**src/rtl/pulse_delay_sched_if.sv**
```systemverilog
// Bundle of data/config signals for pulse_delay_sched.
// Optional macro: PULSE_DELAY_SCHED_WIDTH_EN adds cfg_width.
//
// Handshake: there is no ready signal. cfg_we is a single-cycle write strobe
// that is taken only while busy==0; a write seen while busy==1 is dropped and
// answered with a one-cycle cfg_rej pulse on the following cycle. pulse_in is
// an event line (rising edge = one event); pulse_out carries the delayed event.
interface pulse_delay_sched_if #(
  parameter int CNT_W = 16,
  parameter int DEPTH = 8
);
  localparam int PC_W = $clog2(DEPTH) + 1;

  logic             pulse_in;
  logic             cfg_we;
  logic [CNT_W-1:0] cfg_delay;
  logic             cfg_rej;
  logic [CNT_W-1:0] cur_delay;
  logic             pulse_out;
  logic             busy;
  logic [PC_W-1:0]  pend_cnt;
  logic             ovf_sticky;
  logic             ovf_clr;
`ifdef PULSE_DELAY_SCHED_WIDTH_EN
  logic [7:0]       cfg_width;

  modport master (
    output pulse_in, cfg_we, cfg_delay, ovf_clr, cfg_width,
    input  cfg_rej, cur_delay, pulse_out, busy, pend_cnt, ovf_sticky
  );
  modport slave (
    input  pulse_in, cfg_we, cfg_delay, ovf_clr, cfg_width,
    output cfg_rej, cur_delay, pulse_out, busy, pend_cnt, ovf_sticky
  );
`else
  modport master (
    output pulse_in, cfg_we, cfg_delay, ovf_clr,
    input  cfg_rej, cur_delay, pulse_out, busy, pend_cnt, ovf_sticky
  );
  modport slave (
    input  pulse_in, cfg_we, cfg_delay, ovf_clr,
    output cfg_rej, cur_delay, pulse_out, busy, pend_cnt, ovf_sticky
  );
`endif
endinterface

```
**src/rtl/pulse_delay_sched.sv**
```systemverilog
// Programmable pulse-delay scheduler on alg_clk.
// Each rising edge of pulse_in is timestamped with a free-running counter and
// re-emitted exactly cur_delay cycles later. Up to DEPTH events in flight.
// Optional macro: PULSE_DELAY_SCHED_WIDTH_EN stretches each output pulse to
// max(cfg_width,1) cycles; without it every event gives a 1-cycle pulse.
//
// pend_cnt counts events that have been accepted and whose pulse_out cycle has
// not yet passed: an entry leaves the due-time FIFO one cycle before its pulse
// appears, and the counter drops the cycle after the pulse. So FIFO occupancy
// is pend_cnt minus the entry currently being emitted.
module pulse_delay_sched #(
  parameter int CNT_W     = 16,
  parameter int DEPTH     = 8,
  parameter int DEF_DELAY = 21
) (
  input  logic                alg_clk,
  input  logic                alg_rst_n,
  pulse_delay_sched_if.slave  bus,
  output logic                o_dbg_state
);
  localparam int              PTR_W = $clog2(DEPTH);
  localparam int              PC_W  = PTR_W + 1;
  localparam logic [PC_W-1:0] FULL  = PC_W'(DEPTH);

  typedef enum logic {S_IDLE = 1'b0, S_ARMED = 1'b1} state_t;

  state_t           r_state, w_state_nxt;
  logic [CNT_W-1:0] r_ts;
  logic [CNT_W-1:0] r_cur_delay;
  logic             r_prev;
  logic             r_emit;
  logic             r_rej;
  logic             r_ovf;
  logic [PC_W-1:0]  r_pend, w_pend_nxt;
  logic [PTR_W:0]   r_wr_ptr, r_rd_ptr;
  logic [CNT_W-1:0] r_due [DEPTH];

  logic             w_edge, w_fifo_empty, w_pop, w_push, w_drop, w_cfg_ok;
  logic [CNT_W-1:0] w_cfg_clamped, w_due_new;

  assign w_edge        = bus.pulse_in & ~r_prev;
  assign w_fifo_empty  = (r_wr_ptr == r_rd_ptr);
  // Head is always the earliest due time, so an equality match is enough.
  assign w_pop         = ~w_fifo_empty && (r_due[r_rd_ptr[PTR_W-1:0]] == r_ts);
  // A full queue still takes an event in the cycle the oldest one is emitted.
  assign w_push        = w_edge && ((r_pend != FULL) || r_emit);
  assign w_drop        = w_edge && (r_pend == FULL) && ~r_emit;
  assign w_cfg_ok      = bus.cfg_we && (r_state == S_IDLE);
  assign w_cfg_clamped = (bus.cfg_delay < CNT_W'(2)) ? CNT_W'(2) : bus.cfg_delay;
  // Pop happens at due, pulse one cycle later: total latency = cur_delay.
  assign w_due_new     = r_ts + r_cur_delay - CNT_W'(1);

  // Pending-count update and IDLE/ARMED next state.
  always_comb begin
    w_pend_nxt  = r_pend;
    w_state_nxt = r_state;
    if (w_push && !r_emit) begin
      w_pend_nxt = r_pend + PC_W'(1);
    end else if (!w_push && r_emit) begin
      w_pend_nxt = r_pend - PC_W'(1);
    end
    case (r_state)
      S_IDLE:  if (w_pend_nxt != '0) w_state_nxt = S_ARMED;
      S_ARMED: if (w_pend_nxt == '0) w_state_nxt = S_IDLE;
      default: w_state_nxt = S_IDLE;
    endcase
  end

  // Control registers, timestamp counter and FIFO pointers.
  always_ff @(posedge alg_clk) begin
    if (!alg_rst_n) begin
      r_state     <= S_IDLE;
      r_pend      <= '0;
      r_ts        <= '0;
      r_prev      <= 1'b0;
      r_wr_ptr    <= '0;
      r_rd_ptr    <= '0;
      r_emit      <= 1'b0;
      r_rej       <= 1'b0;
      r_ovf       <= 1'b0;
      r_cur_delay <= CNT_W'(DEF_DELAY);
    end else begin
      r_state <= w_state_nxt;
      r_pend  <= w_pend_nxt;
      r_ts    <= r_ts + CNT_W'(1);
      r_prev  <= bus.pulse_in;
      r_emit  <= w_pop;
      r_rej   <= bus.cfg_we && (r_state == S_ARMED);
      if (w_drop) begin
        r_ovf <= 1'b1;
      end else if (bus.ovf_clr) begin
        r_ovf <= 1'b0;
      end
      if (w_cfg_ok) r_cur_delay <= w_cfg_clamped;
      if (w_push)   r_wr_ptr    <= r_wr_ptr + (PTR_W+1)'(1);
      if (w_pop)    r_rd_ptr    <= r_rd_ptr + (PTR_W+1)'(1);
    end
  end

  // Due-time storage; contents are don't-care once the pointers reset.
  always_ff @(posedge alg_clk) begin
    if (w_push) r_due[r_wr_ptr[PTR_W-1:0]] <= w_due_new;
  end

`ifdef PULSE_DELAY_SCHED_WIDTH_EN
  logic [7:0] r_width;
  logic [7:0] r_wcnt;

  // Pulse stretcher: a pop (re)loads the width counter so pulses merge.
  always_ff @(posedge alg_clk) begin
    if (!alg_rst_n) begin
      r_width <= 8'd1;
      r_wcnt  <= 8'd0;
    end else begin
      if (w_cfg_ok) r_width <= bus.cfg_width;
      if (w_pop) begin
        r_wcnt <= (r_width == 8'd0) ? 8'd1 : r_width;
      end else if (r_wcnt != 8'd0) begin
        r_wcnt <= r_wcnt - 8'd1;
      end
    end
  end

  assign bus.pulse_out = (r_wcnt != 8'd0);
`else
  assign bus.pulse_out = r_emit;
`endif

  assign bus.cfg_rej    = r_rej;
  assign bus.cur_delay  = r_cur_delay;
  assign bus.busy       = (r_state == S_ARMED);
  assign bus.pend_cnt   = r_pend;
  assign bus.ovf_sticky = r_ovf;
  assign o_dbg_state    = (r_state == S_ARMED);
endmodule
```
**src/flat_wrapper.sv**
```systemverilog
// flat-port wrapper written by rule: the top's interface ports become plain ports
module pulse_delay_sched_flat 
#(
  parameter int CNT_W     = 16,
  parameter int DEPTH     = 8,
  parameter int DEF_DELAY = 21
)
  (alg_clk, alg_rst_n, o_dbg_state, bus_pulse_in, bus_cfg_we, bus_cfg_delay, bus_ovf_clr, bus_cfg_rej, bus_cur_delay, bus_pulse_out, bus_busy, bus_pend_cnt, bus_ovf_sticky);
  pulse_delay_sched_if #(.CNT_W(CNT_W), .DEPTH(DEPTH)) bus_i ();
  input  logic alg_clk;
  input  logic alg_rst_n;
  output logic o_dbg_state;
  input wire logic [$bits(bus_i.pulse_in)-1:0] bus_pulse_in;
  input wire logic [$bits(bus_i.cfg_we)-1:0] bus_cfg_we;
  input wire logic [$bits(bus_i.cfg_delay)-1:0] bus_cfg_delay;
  input wire logic [$bits(bus_i.ovf_clr)-1:0] bus_ovf_clr;
  output wire logic [$bits(bus_i.cfg_rej)-1:0] bus_cfg_rej;
  output wire logic [$bits(bus_i.cur_delay)-1:0] bus_cur_delay;
  output wire logic [$bits(bus_i.pulse_out)-1:0] bus_pulse_out;
  output wire logic [$bits(bus_i.busy)-1:0] bus_busy;
  output wire logic [$bits(bus_i.pend_cnt)-1:0] bus_pend_cnt;
  output wire logic [$bits(bus_i.ovf_sticky)-1:0] bus_ovf_sticky;
  assign bus_i.pulse_in = bus_pulse_in;
  assign bus_i.cfg_we = bus_cfg_we;
  assign bus_i.cfg_delay = bus_cfg_delay;
  assign bus_i.ovf_clr = bus_ovf_clr;
  assign bus_cfg_rej = bus_i.cfg_rej;
  assign bus_cur_delay = bus_i.cur_delay;
  assign bus_pulse_out = bus_i.pulse_out;
  assign bus_busy = bus_i.busy;
  assign bus_pend_cnt = bus_i.pend_cnt;
  assign bus_ovf_sticky = bus_i.ovf_sticky;
  pulse_delay_sched #(.CNT_W(CNT_W), .DEPTH(DEPTH), .DEF_DELAY(DEF_DELAY)) u_core (.alg_clk(alg_clk), .alg_rst_n(alg_rst_n), .bus(bus_i), .o_dbg_state(o_dbg_state));
endmodule
```
**config.mk**
```make
export PLATFORM = sky130hd
export DESIGN_NAME = pulse_delay_sched_flat
export DESIGN_NICKNAME = d
export VERILOG_FILES = /design/src/rtl/pulse_delay_sched_if.sv /design/src/rtl/pulse_delay_sched.sv /design/src/flat_wrapper.sv
export SDC_FILE = /design/constraint.sdc
export NUM_CORES = 1
export LEC_CHECK = 0
export CAP_MARGIN = 20
export CORE_MARGIN = 2
export CORE_UTILIZATION = 40
export CTS_BUF_LIST = sky130_fd_sc_hd__clkbuf_4
export DETAILED_ROUTE_END_ITERATION = 10
export PLACE_DENSITY = 0.57
export SYNTH_ARGS = -nofsm -noshare
export SYNTH_HDL_FRONTEND = slang
export SYNTH_SLANG_ARGS = --single-unit
```
**constraint.sdc**
```tcl
create_clock -name alg_clk -period 3.5 [get_ports alg_clk]
set_clock_uncertainty 0.2 [all_clocks]
set_input_delay 0.7 -clock alg_clk [delete_from_list [all_inputs] [get_ports alg_clk]]
set_output_delay 0.7 -clock alg_clk [all_outputs]
set_load 0.02 [all_outputs]
```
After elaboration in Yosys (flattened, before gate mapping)
Memories as Yosys holds them, arrays and structs flattened. A register that Yosys moved wholly into a read port is not among the register bits. Cells that the tools add are included.

Add/subtract/negate cells: 7. Order comparisons: 1. Equal/unequal tests: 4. Multiplexer cells: 12. Bitwise operators: 5. Reductions and logical operators: 14.

Operator list (number): adder 16 x 1 -> 16 bit, second input constant (1); adder 16 bit (1); equality test 16 bit (1); less-than comparator 16 x 2 -> 1 bit, second input constant (1); 2-to-1 mux 16 bit (1); subtractor 16 x 1 -> 16 bit, second input constant (1); adder 4 x 1 -> 4 bit, second input constant (3); logical AND 1 bit (8); 2-to-1 mux 4 bit (2); 2-to-1 mux 1 bit (6); 2-to-1 mux 3 bit (2); equality test 4 bit (1); equality test 4 bit, second input constant (1); zero test 4 bit (1); inequality test 4 bit, second input constant (1); NOT 1 bit (4); nonzero test 4 bit (1); subtractor 4 x 1 -> 4 bit, second input constant (1); zero test 1 bit (2); case mux 1 bit (2 select lines) (1); nonzero test 2 bit (1); bitwise AND 1 bit (1); logical OR 1 bit (1).

Register bits: 49. RAM bits: 128. Memories: 1.

Memories: u_core.r_due (words 8, width 16, rd ports 1, clocked after memory_dff 1, wr ports 1, RTL line pulse_delay_sched.sv:36) `logic [CNT_W-1:0] r_due [DEPTH];`.

Logic depth before layout (Yosys ltp)
Gate-level depths: netlist (run 1).

Depth in word-level cells: 10. Mapped depth: 12. Mapped depth without buffers: 12.

Worst setup path after synthesis (run 1)
OpenSTA, ideal clock, no wires.

Path type: reg-to-reg. From: register u_core.r_ts[2]. To: memory u_core.r_due[0][14], data pin. Library setup time: 0.321 ns. Arrival: 3.213 ns. Path slack: -0.234 ns. Stages on the path, launching flop included: 12. Clock period less this slack: 3.734 ns. Cell sequence: dfxtp_1 -> clkbuf_1 -> inv_1 -> ha_1 -> inv_1 -> ha_1 -> a21o_1 -> a21oi_1 -> o21bai_1 -> a2111oi_0 -> o31ai_1 -> o311ai_0.

Word-level cells in the longest chain between the ends: 2.

RTL lines: start: declaration (RTL line pulse_delay_sched.sv:28) `logic [CNT_W-1:0] r_ts;`; start signal: assignment (RTL line pulse_delay_sched.sv:85) `r_ts <= r_ts + CNT_W'(1);`; adder 16 bit (RTL line pulse_delay_sched.sv:51) `assign w_due_new = r_ts + r_cur_delay - CNT_W'(1);`; subtractor 16 x 1 -> 16 bit (RTL line pulse_delay_sched.sv:51); via u_core.w_due_new[14] (RTL line pulse_delay_sched.sv:39) `logic [CNT_W-1:0] w_cfg_clamped, w_due_new;`; end: declaration (RTL line pulse_delay_sched.sv:36).

The timed path passes the listed nets, and every way through them passes these cells.

Worst setup path after layout (run 1)
From: register u_core.r_ts[1]. To: memory u_core.r_due[5][13], data pin.

Same word-level chain as after synthesis.

==> impl_metrics.json, run 1 <==
{
  "hold_path_class": "register to register",
  "cpPeakStageDelay_ns": 0.40,
  "period_needed_ns": 3.301,
  "maxCapViolCount": 0,
  "first_iter_violations": 234,
  "ys_seq_area_frac": 0.5949,
  "dp_cells": 923,
  "crit_arrival_ns": 3.37,
  "core_area_um2": 20170,
  "route.detailed.drc": 0,
  "start_util": 0.4071,
  "power.density_nw_per_um2": 473.1,
  "syn_area_um2": 8210,
  "grt_pass1_wl_um": 27820,
  "grt_pass1_vias": 5021,
  "num_vias": 4897,
  "routed_wirelength_um": 17880,
  "fin_ws_ns": 0.1994,
  "ys_async_sr_fraction": 0,
  "synth_area_leaders": "edfxtp_1, dfxtp_1, mux4_2",
  "ir_drop_uv": 167.5,
  "io_pins": 46,
  "place_hpwl_um": 12420,
  "critPathKind": "register to register",
  "dr.pass1.iters": 5,
  "ctsHtreeMaxLevel": 4,
  "timing.critical_path.buf_inv": 3,
  "p_leak_nw": 3.217,
  "ant_nets": 0,
  "ys_seq_elements": 180,
  "clock-sinks": 180,
  "detail_route.wl_per_cell_um": 18.70,
  "path_max_fanout": 8,
  "cts_made_buffers": 17,
  "yosys.area.top_type_share": 0.4681,
  "ys_types": 53,
  "grt_usage": 0.1719,
  "critPathCaptureType": "register",
  "yosysTopAreaCell": "edfxtp_1",
  "worst_pin_slew_ns": 0.8542,
  "portBuffers": 45,
  "synth_edf_count": 128,
  "drive_above_1_share": 0.1474,
  "synth_nets": 661,
  "row_count": 52,
  "fp.dieH_um": 147.3,
  "cts.clk_slew.worst_paths_ns": 0.13,
  "hold_viol": 0,
  "tns_ns": 0,
  "yosys_warnings": 0,
  "worst_slew_margin_rel": 0.4228,
  "rsz0062_at_grt": "false",
  "finalCritPeriodShare": 0.9430,
  "grt_max_degree": 46,
  "status": "complete, no violations",
  "cts_root_buffer": "clkbuf_4",
  "max_freq_ghz": 0.3030,
  "clock_path_buffers": 2,
  "gp_congestion": 0.8375,
  "cp.required_ns": 3.57,
  "finalNonFillerCells": 956,
  "slowest_stage": "fa_1",
  "finalSetupViolCount": 0,
  "antenna_found_initial": 1,
  "slew_violations": 0,
  "cp_top_family": "compound AO/OA/AOI/OAI gates",
  "synth_area_per_cell_um2": 13.59,
  "clk_latency_ns": 0.56,
  "viasPerCell": 5.122,
  "syn_inst": 604,
  "overflow": 0,
  "area_growth_pct": 14.61,
  "worstSetupStartpointType": "register",
  "path_cells": "inv_1 > ha_1 > inv_1 > ha_1 > fa_1 > a21o_1 > a21oi_1 > o21bai_1 > a211oi_2 > buf_4 > o31ai_1 > a211oi_1 > nor3_2",
  "cts_setup_buffers": 0,
  "die_w_um": 147.3,
  "synthFlopType": "edfxtp_1",
  "fin_nets": 729,
  "cts_tree": "yes",
  "dp_slack_ns": 0.01179,
  "die-area_um2": 21690
}
[registers in the layout (all words and copies together), names as in the netlist, named ones only]
register and cells:
u_core.r_prev 1, u_core.bus.pulse_out 1, u_core.bus.pend_cnt 4, u_core.r_ts 16, u_core.bus.ovf_sticky 1, u_core.r_wr_ptr 4
u_core.bus.busy 1, u_core.bus.cfg_rej 1, u_core.bus.cur_delay 16, u_core.r_due 128, u_core.r_rd_ptr 4
[Yosys cell counts (3+ instances only)]
cell type and number:
edfxtp_1 128, inv_1 67, dfxtp_1 52, xnor2_1 46, ha_1 35, nor2_1 35
nand2_1 34, a21oi_1 29, mux4_2 26, mux2i_1 18, nand3_1 16, nor3_1 12
clkbuf_1 8, nand2b_1 7, mux4_1 6, o21ai_0 6, and2_1 5, nor4_1 5
o31ai_1 5, xor2_1 5, a21o_1 4, a41oi_1 4, and3_1 4, or3_1 4
a211oi_1 3, buf_4 3, o211ai_1 3
[worst paths after layout]
check | start | end | slack [ns] | cells after the start
max | u_core.r_ts[1] | u_core.r_due[5][13] | 0.20 | 13
min | u_core.bus.ovf_sticky | u_core.bus.ovf_sticky | 0.29 | 2
max reg2reg | u_core.r_ts[1] | u_core.r_due[5][13] | 0.20 | 13
min reg2reg | u_core.bus.ovf_sticky | u_core.bus.ovf_sticky | 0.29 | 2
[stage by stage]
stage | instance area (µm²) | hold WS [ns] | total power (W) | util
global route | 9410 | 0.3147 | 0.004670 | 0.4666
CTS | 9341 | 0.2918 | 0.004466 | 0.4632
detailed placement | 9055 | 0.2687 | 0.003346 | 0.4489
floorplan | 8218 | 0.2403 | 0.003063 | -
finish | 9410 | 0.2913 | 0.004452 | 0.4666
global placement | 9055 | 0.2569 | 0.003315 | 0.4489
[area by class of cell]
class	instances	area, µm²
timing repair buffer	68	635.6
tap	270	337.8
clock buffer	18	135.1
multi-input combinational	337	3019
fill	1841	10760
inverter	68	255.2
sequential	180	4886
clock inverter	14	138.9
antenna	1	2.502
[cell families after synthesis]
kind of cell	after synthesis	synth area share
xor+xnor	51	0.05440
buf+inv	87	0.04907
fa+ha+maj	36	0.05578
flops	180	0.5949
mux	50	0.1125
simple gates	138	0.08580
compound gates	62	0.04755
[worst register-to-register path, stage by stage, from the launching register on]
cell and delay [ns]:
dfxtp_1 0.36, inv_1 0.08, ha_1 0.27, inv_1 0.04
ha_1 0.21, fa_1 0.40, a21o_1 0.17, a21oi_1 0.21
o21bai_1 0.15, a211oi_2 0.23, buf_4 0.15, o31ai_1 0.06
a211oi_1 0.31, nor3_2 0.16
[power breakdown]
group	switching [W]	leakage, nW	internal, W
clock network	0.000691	0.131	0.000425
logic	0.000482	1.50	0.000303
registers	0.0000332	1.58	0.00252
[what timing repair did]
item                       4_1_cts  5_1_grt
gates resized for setup          2       12
hold buffers                     0        0
pin swaps                        0        3
setup endpoints to repair       16       64
cloned                           0        0
[per-layer routing]
layer | up-vias | global-route usage | wire, µm | part of all wire
met1 | 2453 | 0.2240 | 7818 | 0.44
li1 | 2337 | - | - | -
met3 | 5 | 0.03230 | 941 | 0.053
met4 | 0 | 0.04952 | 92 | 0.0051
met5 | - | 0 | 0 | 0
met2 | 102 | 0.2949 | 9028 | 0.50
[cells in the final DEF, fill, tap and decap left out, types with 5 or more instances in the layout]
master / count
mux4_2: 26
edfxtp_1: 128
dfxtp_1: 51
clkinvlp_4: 5
nand2_1: 34
nand3_1: 15
nor2_1: 35
buf_4: 22
nor3_1: 9
and2_1: 5
nor4_1: 5
inv_1: 67
ha_1: 35
clkbuf_4: 18
o21ai_0: 6
clkdlybuf4s50_1: 45
xnor2_1: 42
mux2i_1: 18
mux4_1: 6
nand2b_1: 7
a21oi_1: 27
No activity file was read; power rests on OpenSTA's default activity.
==> inputs of run 2 (changes only) <==
--- a/config.mk
+++ b/config.mk
@@ -11,5 +11,5 @@
 export CTS_BUF_LIST = sky130_fd_sc_hd__clkbuf_4
 export DETAILED_ROUTE_END_ITERATION = 10
-export PLACE_DENSITY = 0.57
+export PLACE_DENSITY_LB_ADDON = 0.1
 export SYNTH_ARGS = -nofsm -noshare
 export SYNTH_HDL_FRONTEND = slang
==> constraint.sdc (replaced) <==
create_clock -name alg_clk -period 3.5 [get_ports alg_clk]
set_clock_uncertainty 0.2 [all_clocks]
set_input_delay 0.875 -clock alg_clk [delete_from_list [all_inputs] [get_ports alg_clk]]
set_output_delay 0.875 -clock alg_clk [all_outputs]
set_load 0.02 [all_outputs]
==> impl_metrics.json, run 2 (same netlist as run 1, synthesis figures left out) <==
{
  "worstSetupStartpointType": "register",
  "hold_viol": 0,
  "first_iter_violations": 312,
  "critPathCaptureType": "register",
  "largest_register_ffs": 128,
  "fillerInstances": 1836,
  "viasPerCell": 5.014,
  "rr_worst_depth": 11,
  "cts_made_buffers": 17,
  "status": "complete, no violations",
  "io_pins": 46,
  "portBuffers": 45,
  "core_area_um2": 20170,
  "grt_pass1_vias": 4917,
  "start_util": 0.4071,
  "holdPathStages": 2,
  "hold_path_class": "register to register",
  "ant_nets": 0,
  "slew_violations": 0,
  "p_leak_nw": 3.244,
  "num_vias": 4803,
  "finalSetupViolCount": 0,
  "ff_latch_area_um2": 4886,
  "met1_usage": 0.2386,
  "whs_ns": 0.2814,
  "path_cells": "inv_1 > ha_1 > inv_1 > ha_1 > a21o_1 > a21oi_1 > o21bai_1 > a2111oi_0 > buf_4 > o31ai_1 > o311ai_4",
  "multi_input_area_um2": 3009,
  "cpPeakStageDelay_ns": 0.50,
  "die_w_um": 147.3,
  "dr.pass1.iters": 5,
  "min_from": "u_core.bus.cur_delay[3]",
  "r2r_setup_slack_ns": 0.24,
  "cp.required_ns": 3.61,
  "worst_pin_slew_ns": 0.8105,
  "grt_max_degree": 46,
  "power.density_nw_per_um2": 474.5,
  "gp_congestion": 0.7714,
  "r2r_end": "u_core.r_due[4][14]",
  "die-area_um2": 21690,
  "busiest_layer": "met2",
  "met2_usage": 0.2762,
  "mostFrequentLayoutCells": "edfxtp_1, inv_1, dfxtp_1",
  "drive_above_1_share": 0.1472,
  "grt_pass1_wl_um": 27810,
  "period_needed_ns": 3.259,
  "reg2reg_from": "u_core.bus.cur_delay[2]",
  "critPathKind": "register to register",
  "crit_arrival_ns": 3.37,
  "antenna_found_initial": 1,
  "route.detailed.drc": 0,
  "max_freq_ghz": 0.3068,
  "finalCritPeriodShare": 0.9312,
  "area_growth_pct": 15.29,
  "cts_root_buffer": "clkbuf_4",
  "design_area_um2": 9465,
  "whs_endpoint": "u_core.bus.cur_delay[3]",
  "routed_wirelength_um": 17540,
  "ir_drop_uv": 203.0,
  "ctsHtreeMaxLevel": 4,
  "fin_nets": 730,
  "place_hpwl_um": 12060,
  "worst_slew_margin_rel": 0.4589,
  "path_max_fanout": 8,
  "rsz0062_at_grt": "false",
  "fp.dieH_um": 147.3,
  "clock_path_buffers": 2,
  "final_common_cell": "edfxtp_1",
  "maxCapViolCount": 0,
  "slowest_stage": "a2111oi_0",
  "grt_usage": 0.1725,
  "overflow": 0,
  "cts_tree": "yes",
  "clk_latency_ns": 0.55,
  "clock-sinks": 180,
  "use_met3": 0.03540,
  "cts.clk_slew.worst_paths_ns": 0.14,
  "row_count": 52,
  "dpl_cell_area_um2": 9100,
  "cts_setup_buffers": 0,
  "detail_route.wl_per_cell_um": 18.31
}
-- run 2: cell count changes in the layout (fill, tap and decap cells not counted), sizes merged --
cell	change
clkinv	-4
clkinvlp	-1
clkbuf	+1
buf	+1
inv	+4
diode	+1
-- run 2: timing repair --
action | CTS | global route
pin swaps | 0 | 2
resized for setup | 3 | 7
setup endpoints to repair | 28 | 64
hold buffers | 0 | 0
-- run 2: final cells by class --
| cell class | instances | share of cell area |
|---|---|---|
| multi-input combinational | 337 | 0.3179 |
| sequential | 180 | 0.5162 |
| antenna | 2 | 0.0005288 |
| inverter | 68 | 0.02697 |
| timing repair buffer | 69 | 0.07191 |
| clock inverter | 13 | 0.01573 |
| clock buffer | 19 | 0.01507 |
| tap | 270 | 0.03569 |
-- run 2: how the worst max path moves through the flow --
stage | from | end | slack, ns
final | u_core.bus.cur_delay[2] | u_core.r_due[4][14] | 0.24
after global routing | register | u_core.r_rd_ptr[3] | 0.005
after detailed placement | u_core.r_ts[1] | u_core.r_due[4][13] | -0.19
after global placement | u_core.r_ts[1] | u_core.r_due[6][13] | 0.06
after floorplan | u_core.r_ts[2] | u_core.r_due[0][14] | 0.15
after CTS | u_core.r_ts[2] | u_core.r_due[4][14] | 0.01
-- run 2: layer usage --
| layer | vias up | share of wire |
|---|---|---|
| met1 | 2348 | 0.48 |
| met5 | - | 0 |
| met2 | 107 | 0.47 |
| met4 | 0 | 0.012 |
| met3 | 12 | 0.043 |
| li1 | 2336 | - |
-- run 2: worst max-delay path, delay by kind of cell (launching register included) --
| kind | cells | cell delay (ns) |
|---|---|---|
| adders and majority gates | 2 | 0.56 |
| DFF | 1 | 0.35 |
| buffers and inverters | 3 | 0.33 |
| AOI/OAI and AO/OA | 6 | 1.56 |
-- run 2: report_power, final --
part,switching [W],internal (W)
combinational,0.000480,0.000296
sequential,0.0000315,0.00252
clock,0.000715,0.000452
total,0.00123,0.00327
-- run 2: stage by stage --
stage                     utilization  std cells  total power [W]  setup WS [ns]  TNS [ns]
after floorplan                     -        604         0.003063         0.1496         0
after global placement         0.4512        924         0.003315        0.05986         0
after CTS                      0.4665        956         0.004524        0.01136         0
final                          0.4693        958         0.004491         0.2407         0
after global routing           0.4693        958         0.004703       0.004892         0
after detailed placement       0.4512        924         0.003339        -0.1882    -1.911
==> inputs of run 3 (changes only) <==
- CAP_MARGIN: 20 -> unset
- MAX_ROUTING_LAYER: unset -> met4
- SLEW_MARGIN: unset -> 20
==> impl_metrics.json, run 3 (same netlist as run 1, synthesis figures left out) <==
{
  "drive_above_1_share": 0.1472,
  "worst_pin_slew_ns": 0.8189,
  "r2r_setup_slack_ns": 0.23,
  "status": "complete, no violations",
  "critPathKind": "register to register",
  "worst_slew_margin_rel": 0.4502,
  "clock-sinks": 180,
  "row_count": 52,
  "finalSetupViolCount": 0,
  "ir_drop_uv": 202.1,
  "cp.required_ns": 3.61,
  "p_total_w": 0.004495,
  "slew_violations": 0,
  "start_util": 0.4071,
  "reg2reg_from": "u_core.bus.cur_delay[2]",
  "grt_max_degree": 46,
  "tns_ns": 0,
  "dr.pass1.iters": 4,
  "cts_setup_buffers": 0,
  "clk_latency_ns": 0.56,
  "maxCapViolCount": 0,
  "fp.dieH_um": 147.3,
  "p_leak_nw": 3.244,
  "grt_pass1_vias": 4916,
  "gp_congestion": 0.7818,
  "cts_root_buffer": "clkbuf_4",
  "largest_register_ffs": 128,
  "dp_slack_ns": -0.1882,
  "cts_tree": "yes",
  "core_area_um2": 20170,
  "fin_ws_ns": 0.2334,
  "portBuffers": 45,
  "rr_worst_depth": 11,
  "grt_pass1_wl_um": 27810,
  "critPathCaptureType": "register",
  "holdPathStages": 1,
  "die_w_um": 147.3,
  "rsz0062_at_grt": "false",
  "fillerInstances": 1836,
  "final_common_cell": "edfxtp_1",
  "num_vias": 4818,
  "ant_nets": 0,
  "worstSetupStartpointType": "register",
  "hold_viol": 0,
  "r2r_end": "u_core.r_due[4][14]",
  "cts_hold_buf": 0,
  "cts.clk_slew.worst_paths_ns": 0.14,
  "crit_arrival_ns": 3.38,
  "finalCritPeriodShare": 0.9333,
  "place_hpwl_um": 12060,
  "multi_input_area_um2": 3009,
  "min_from": "u_core.r_ts[0]",
  "area_growth_pct": 15.29,
  "route.detailed.drc": 0,
  "whs_endpoint": "u_core.r_ts[0]",
  "ff_latch_area_um2": 4886,
  "period_needed_ns": 3.267,
  "path_max_fanout": 8,
  "power.density_nw_per_um2": 474.9,
  "overflow": 0,
  "mostFrequentLayoutCells": "edfxtp_1, inv_1, dfxtp_1",
  "first_iter_violations": 344,
  "max_freq_ghz": 0.3061,
  "ctsHtreeMaxLevel": 4,
  "hold_path_class": "register to register",
  "io_pins": 46,
  "viasPerCell": 5.029,
  "grt_usage": 0.1779,
  "fin_nets": 730,
  "cts_made_buffers": 17,
  "antenna_found_initial": 1,
  "routed_wirelength_um": 17520,
  "detail_route.wl_per_cell_um": 18.29,
  "clock_path_buffers": 2,
  "die-area_um2": 21690
}
-- run 3: cell type report --
type / count / share of cell area
Sequential cell: 180 / 0.5162
Multi-Input combinational cell: 337 / 0.3179
Timing Repair Buffer: 69 / 0.07191
Tap cell: 270 / 0.03569
Inverter: 68 / 0.02697
Clock inverter: 13 / 0.01573
Clock buffer: 19 / 0.01507
Antenna cell: 2 / 0.0005288
-- run 3: worst max path at each step --
stage                                        from                   to  slack (ns)  cells past startpoint
final                     u_core.bus.cur_delay[2]  u_core.r_due[4][14]        0.23                     11
after global routing                     register   u_core.r_rd_ptr[3]       0.005                      8
after CTS                          u_core.r_ts[2]  u_core.r_due[4][14]        0.01                     11
after detailed placement           u_core.r_ts[1]  u_core.r_due[4][13]       -0.19                     11
after global placement             u_core.r_ts[1]  u_core.r_due[6][13]        0.06                     11
after floorplan                    u_core.r_ts[2]  u_core.r_due[0][14]        0.15                     11
-- run 3: where the power goes --
group          switching [W]  total (W)  internal (W)
logic               0.000480   0.000775      0.000296
registers          0.0000315    0.00255       0.00252
clock network       0.000718    0.00117      0.000452
total                0.00123    0.00449       0.00327
-- run 3: layer usage --
metal / wire (µm) / vias up / track usage
met1: 8429 / 2357 / 0.2396
met3: 673 / 17 / 0.03416
met2: 8195 / 108 / 0.2764
met5: 0 / - / -
li1: - / 2336 / -
met4: 224 / 0 / 0.05240
-- run 3: worst max-delay path, cell delays in order, from the launching register on --
cell       delay (ns)
dfxtp_1          0.35
inv_1            0.06
ha_1             0.27
inv_1            0.06
ha_1             0.29
a21o_1           0.16
a21oi_1          0.21
o21bai_1         0.11
a2111oi_0        0.50
buf_4            0.21
o31ai_1          0.16
o311ai_4         0.43
-- run 3: per-stage QoR --
stage          hold slack [ns]  cell area (µm²)  instances    util
2_1_floorplan           0.2403             8218        604       -
3_5_place_dp            0.2641             9100        924  0.4512
6_report                0.2885             9465        958  0.4693
4_1_cts                 0.2845             9409        956  0.4665
3_3_place_gp            0.2579             9100        924  0.4512
5_1_grt                 0.3081             9465        958  0.4693
-- run 3: what timing repair did --
action                     CTS  global route
pin swaps                    0             2
hold endpoints to repair     0             0
setup endpoints to repair   28            64
gates resized for setup      3             7
